`src/rtl/seq_signed_divider.sv`:
```
// Multi-cycle RV32M DIV/DIVU/REM/REMU unit: restoring shift-subtract on magnitudes.
// Define DIV_EARLY_OUT_EN to skip the loop for divide-by-zero and |a| < |b|.
module seq_signed_divider #(
  parameter int NUM_SIZE = 32
) (
  input  logic                clk,
  input  logic                rstN,
  input  logic                inValid,
  output logic                inReady,
  input  logic [NUM_SIZE-1:0] dIn0,
  input  logic [NUM_SIZE-1:0] dIn1,
  input  logic                isSigned,
  output logic                outValid,
  input  logic                outReady,
  output logic [NUM_SIZE-1:0] quotient,
  output logic [NUM_SIZE-1:0] remainder
);

  localparam int CW = $clog2(NUM_SIZE);

  typedef enum logic [2:0] {
    IDLE,
    PREP,
    DIVIDE,
    FIXUP,
    DONE
  } state_t;

  state_t state, state_nx;

  logic [NUM_SIZE-1:0] a_in, b_in;
  logic                sgn;
  logic [NUM_SIZE-1:0] a_sh, b_mag, rem;
  logic                neg_a, neg_b, div_zero;
  logic [CW-1:0]       cnt;

  logic                na, nb, bz, early, fits;
  logic [NUM_SIZE-1:0] a_abs, b_abs;
  logic [NUM_SIZE:0]   shifted, diff;

  assign na    = sgn & a_in[NUM_SIZE-1];
  assign nb    = sgn & b_in[NUM_SIZE-1];
  assign a_abs = na ? (~a_in + 1'b1) : a_in;
  assign b_abs = nb ? (~b_in + 1'b1) : b_in;
  assign bz    = (b_in == '0);

`ifdef DIV_EARLY_OUT_EN
  assign early = bz | (a_abs < b_abs);
`else
  assign early = 1'b0;
`endif

  // a_sh shifts dividend bits out the top and quotient bits in the bottom
  assign shifted = {rem, a_sh[NUM_SIZE-1]};
  assign diff    = shifted - {1'b0, b_mag};
  assign fits    = ~diff[NUM_SIZE];

  assign inReady  = (state == IDLE);
  assign outValid = (state == DONE);

  always_ff @(posedge clk or negedge rstN) begin
    if (!rstN) state <= IDLE;
    else       state <= state_nx;
  end

  always_comb begin
    state_nx = state;
    unique case (state)
      IDLE:   if (inValid) state_nx = PREP;
      PREP:   state_nx = early ? FIXUP : DIVIDE;
      DIVIDE: if (cnt == '0) state_nx = FIXUP;
      FIXUP:  state_nx = DONE;
      DONE:   if (outReady) state_nx = IDLE;
      default: state_nx = IDLE;
    endcase
  end

  always_ff @(posedge clk or negedge rstN) begin
    if (!rstN) begin
      a_in      <= '0;
      b_in      <= '0;
      sgn       <= 1'b0;
      a_sh      <= '0;
      b_mag     <= '0;
      rem       <= '0;
      neg_a     <= 1'b0;
      neg_b     <= 1'b0;
      div_zero  <= 1'b0;
      cnt       <= '0;
      quotient  <= '0;
      remainder <= '0;
    end else begin
      unique case (state)
        IDLE: begin
          if (inValid) begin
            a_in <= dIn0;
            b_in <= dIn1;
            sgn  <= isSigned;
          end
        end
        PREP: begin
          neg_a    <= na;
          neg_b    <= nb;
          div_zero <= bz;
          b_mag    <= b_abs;
          cnt      <= CW'(NUM_SIZE - 1);
          if (early) begin
            a_sh <= bz ? '1 : '0;
            rem  <= a_abs;
          end else begin
            a_sh <= a_abs;
            rem  <= '0;
          end
        end
        DIVIDE: begin
          rem  <= fits ? diff[NUM_SIZE-1:0] : shifted[NUM_SIZE-1:0];
          a_sh <= {a_sh[NUM_SIZE-2:0], fits};
          cnt  <= cnt - 1'b1;
        end
        FIXUP: begin
          if (div_zero)
            quotient <= '1;
          else
            quotient <= (neg_a ^ neg_b) ? (~a_sh + 1'b1) : a_sh;
          remainder <= neg_a ? (~rem + 1'b1) : rem;
        end
        default: ;
      endcase
    end
  end

endmodule
```
`config.mk`:
```
export PLATFORM = sky130hd
export DESIGN_NAME = seq_signed_divider
export DESIGN_NICKNAME = d
export VERILOG_FILES = /design/src/rtl/seq_signed_divider.sv
export SDC_FILE = /design/constraint.sdc
export NUM_CORES = 1
export LEC_CHECK = 0
export ABC_AREA = 1
export CAP_MARGIN = 20
export CORE_MARGIN = 3
export CORE_UTILIZATION = 35
export DETAILED_ROUTE_END_ITERATION = 12
export PLACE_DENSITY = 0.64
export SLEW_MARGIN = 30
export SYNTH_ARGS = -nofsm -noshare
export SYNTH_HDL_FRONTEND = slang
export SYNTH_SLANG_ARGS = --single-unit
```
`constraint.sdc`:
```
create_clock -name clk -period 3.49 [get_ports clk]
set_clock_uncertainty 0.1 [all_clocks]
set_input_delay 1.047 -clock clk [delete_from_list [all_inputs] [get_ports clk]]
set_output_delay 1.047 -clock clk [all_outputs]
set_load 0.02 [all_outputs]
```
==> flow_summary.json <==
{
  "leakage_nw": 9.22,
  "port_buffers": 134,
  "place_hpwl_mm": 37.3,
  "finalCriticalPeriod_ns": 3.33,
  "maxCapViolCount": 0,
  "layout-drive-gt1-share": 0.0567,
  "min_path_type": "in2async",
  "start_util": 0.358,
  "nNetsFinal": 2487,
  "crit_path_max_fanout": 4,
  "synth_edf_count": 0,
  "grt_max_degree": 72,
  "num-fill-cells": 4549,
  "die_w_um": 217,
  "synth_area_mm2": 0.0156,
  "viasPerCell": 4.94,
  "yosysMostFrequentCell": "nand2_1",
  "worstMarginPinSlew_ns": 0.946,
  "dr.pass1.iters": 6,
  "placed_cells": 2934,
  "antenna_found_initial": 1,
  "drt_iter0_markers": 1339,
  "regArea_mm2": 0.00591,
  "async_reset_ff_frac": 1.00,
  "clk_pin_slew_ns": 0.06,
  "crit_type": "reg2out",
  "clk_path_buf_depth": 3,
  "core-area_mm2": 0.0435,
  "slew_viol_final": 0,
  "fin_cells": 2985,
  "yosysTopAreaCellShare": 0.380,
  "syn_avg_cell_area_um2": 6.87,
  "arrival_ns": 2.19,
  "synth.area.top_cells": "dfrtp_1 (38%), nand2_1 (16%), inv_1 (7.6%)",
  "status": "finished, final reports clean",
  "wl_per_cell_um": 16.0,
  "endpoint_kind": "primary output",
  "ys_seq_area_frac": 0.380,
  "finalCritPeriodShare": 0.955,
  "grt_pass1_vias": 13900,
  "die_area_mm2": 0.0470,
  "num_io_pins": 135,
  "clock.fmax_ghz": 0.300,
  "post_cts_buffers": 0,
  "clk_latency_ns": 0.57,
  "row_count": 76,
  "gp_congestion": 0.956,
  "fin_area_mm2": 0.0185,
  "placedInstanceArea_mm2": 0.0175,
  "postCtsHoldBufs": 0,
  "wl_mm": 47.8,
  "yosysWarnings": 0,
  "die_h_um": 217,
  "track_usage": 0.200,
  "final_antenna_net_count": 0,
  "rsz0062_at_grt": "false",
  "hold_violations": 0,
  "cts-htree-levels": 1,
  "grt_pass1_wl_mm": 76.2,
  "power-per-cell-area_mw_per_mm2": 1110,
  "irDropWorstVdd_v": 0.000454,
  "ys_ff_latch": 236,
  "area_growth_pct": 18.7,
  "cts_tree": "yes",
  "ys.flop_type": "dfrtp_1",
  "synthCells": 2264,
  "maxSlewHeadroom": 0.368,
  "required_ns": 2.34,
  "vias": 14800,
  "clock_sinks": 236,
  "overflow": 0,
  "netlist.top_cell.by_area": "dfrtp_1",
  "ys_types": 51,
  "setup_viol": 0,
  "cts_inserted_buffers": 28,
  "start_kind": "flip-flop",
  "antenna_cells": 0,
  "syn-num-nets": 2372,
  "cts-root-buf": "clkbuf_16",
  "setup-tns-final_ns": 0,
  "cts_resized": 0,
  "ys_top_cells_by_count": "nand2_1 (656), inv_1 (315), nor2_1 (250)",
  "multi_input_area_mm2": 0.00810,
  "drc": 0
}
==> path summary, 6_finish.rpt <==
check                      slack (ns)                   from  cells past startpoint                 endpoint
max reg2reg                      0.71    rem[14]$_DFFE_PN0N_                     13      rem[29]$_DFFE_PN0N_
min reg2reg                      0.38  b_mag[24]$_DFFE_PN0P_                      2    b_mag[24]$_DFFE_PN0P_
max in group asynchronous        2.14                   rstN                      2      rem[21]$_DFFE_PN0N_
min in group clk                 0.38  b_mag[24]$_DFFE_PN0P_                      2    b_mag[24]$_DFFE_PN0P_
max                              0.16   state[2]$_DFFE_PN0P_                      4                  inReady
min                              0.32                   rstN                      1  quotient[6]$_DFFE_PN0P_
==> cell type report <==
| type | count | share of cell area |
|---|---|---|
| Inverter | 325 | 0.0661 |
| Clock inverter | 13 | 0.0102 |
| Multi-Input combinational cell | 1634 | 0.439 |
| Tap cell | 585 | 0.0396 |
| Sequential cell | 236 | 0.320 |
| Timing Repair Buffer | 154 | 0.0831 |
| Clock buffer | 38 | 0.0427 |
==> where the power goes <==
group / internal [mW] / switching, mW / total (mW)
sequential: 4.03 / 1.22 / 5.25
clock: 1.88 / 1.20 / 3.07
combinational: 4.26 / 8.00 / 12.3
total: 10.2 / 10.4 / 20.6
==> kinds of logic after synthesis <==
logic type,Yosys count,share of synthesized area
AO/OA/AOI/OAI,281,0.104
XOR/XNOR,64,0.0360
adder cells (fa/ha/maj),39,0.0318
buffers and inverters,394,0.100
flip-flops,236,0.380
multiplexers,11,0.00796
AND/OR/NAND/NOR,1239,0.340
==> stage by stage <==
step	utilization	setup slack (ns)	power (mW)	hold WS, ns
after global placement	0.402	0.723	17.2	0.363
after floorplan	-	1.20	13.8	0.346
after detailed placement	0.402	0.673	17.4	0.369
after global routing	0.425	0.0498	22.5	0.345
final	0.425	0.156	20.6	0.317
after CTS	0.425	0.128	20.6	0.336
==> cell usage in the layout, fill, tap and decap left out, types with 7 or more instances in the layout <==
master / netlist / routed
nand4_1: 28 / 28
or2_2: 8 / 8
mux2_2: 11 / 11
clkdlybuf4s50_1: 0 / 133
nor2_1: 250 / 250
nand3b_1: 14 / 14
xnor2_1: 7 / 7
dfrtp_1: 236 / 236
nand2_2: 18 / 18
ha_1: 38 / 38
buf_4: 4 / 17
nand3_1: 212 / 212
xor2_1: 57 / 57
a31oi_1: 20 / 20
nor3_1: 30 / 30
a21oi_1: 90 / 90
inv_2: 9 / 9
clkbuf_16: 0 / 28
nand2_4: 6 / 7
nand2_1: 656 / 655
inv_1: 315 / 314
o21bai_1: 14 / 14
o221ai_1: 15 / 15
o22ai_1: 19 / 19
o21ai_0: 98 / 98
==> per-layer routing <==
metal | wire length, um | GRT usage | up-vias
li1 | - | - | 7464
met1 | 23500 | 0.305 | 6805
met2 | 19900 | 0.293 | 421
met3 | 3140 | 0.0311 | 65
met4 | 1170 | 0.0561 | 2
met5 | 13 | 0 | -
==> sequential cells by signal, summed over array words and instances (netlist names) <==
name,cells
a_in,32
a_sh,32
b_in,32
b_mag,32
quotient,32
rem,32
remainder,32
cnt,5
state,3
div_zero,1
neg_a,1
neg_b,1
sgn,1
==> critical path, cell delays in order (launching register included) <==
cell	delay [ns]
dfrtp_1	0.46
nor2_1	0.17
inv_1	0.08
nor2_1	0.24
clkdlybuf4s50_1	0.66
Note: power is estimated with default switching activity, not from simulation.
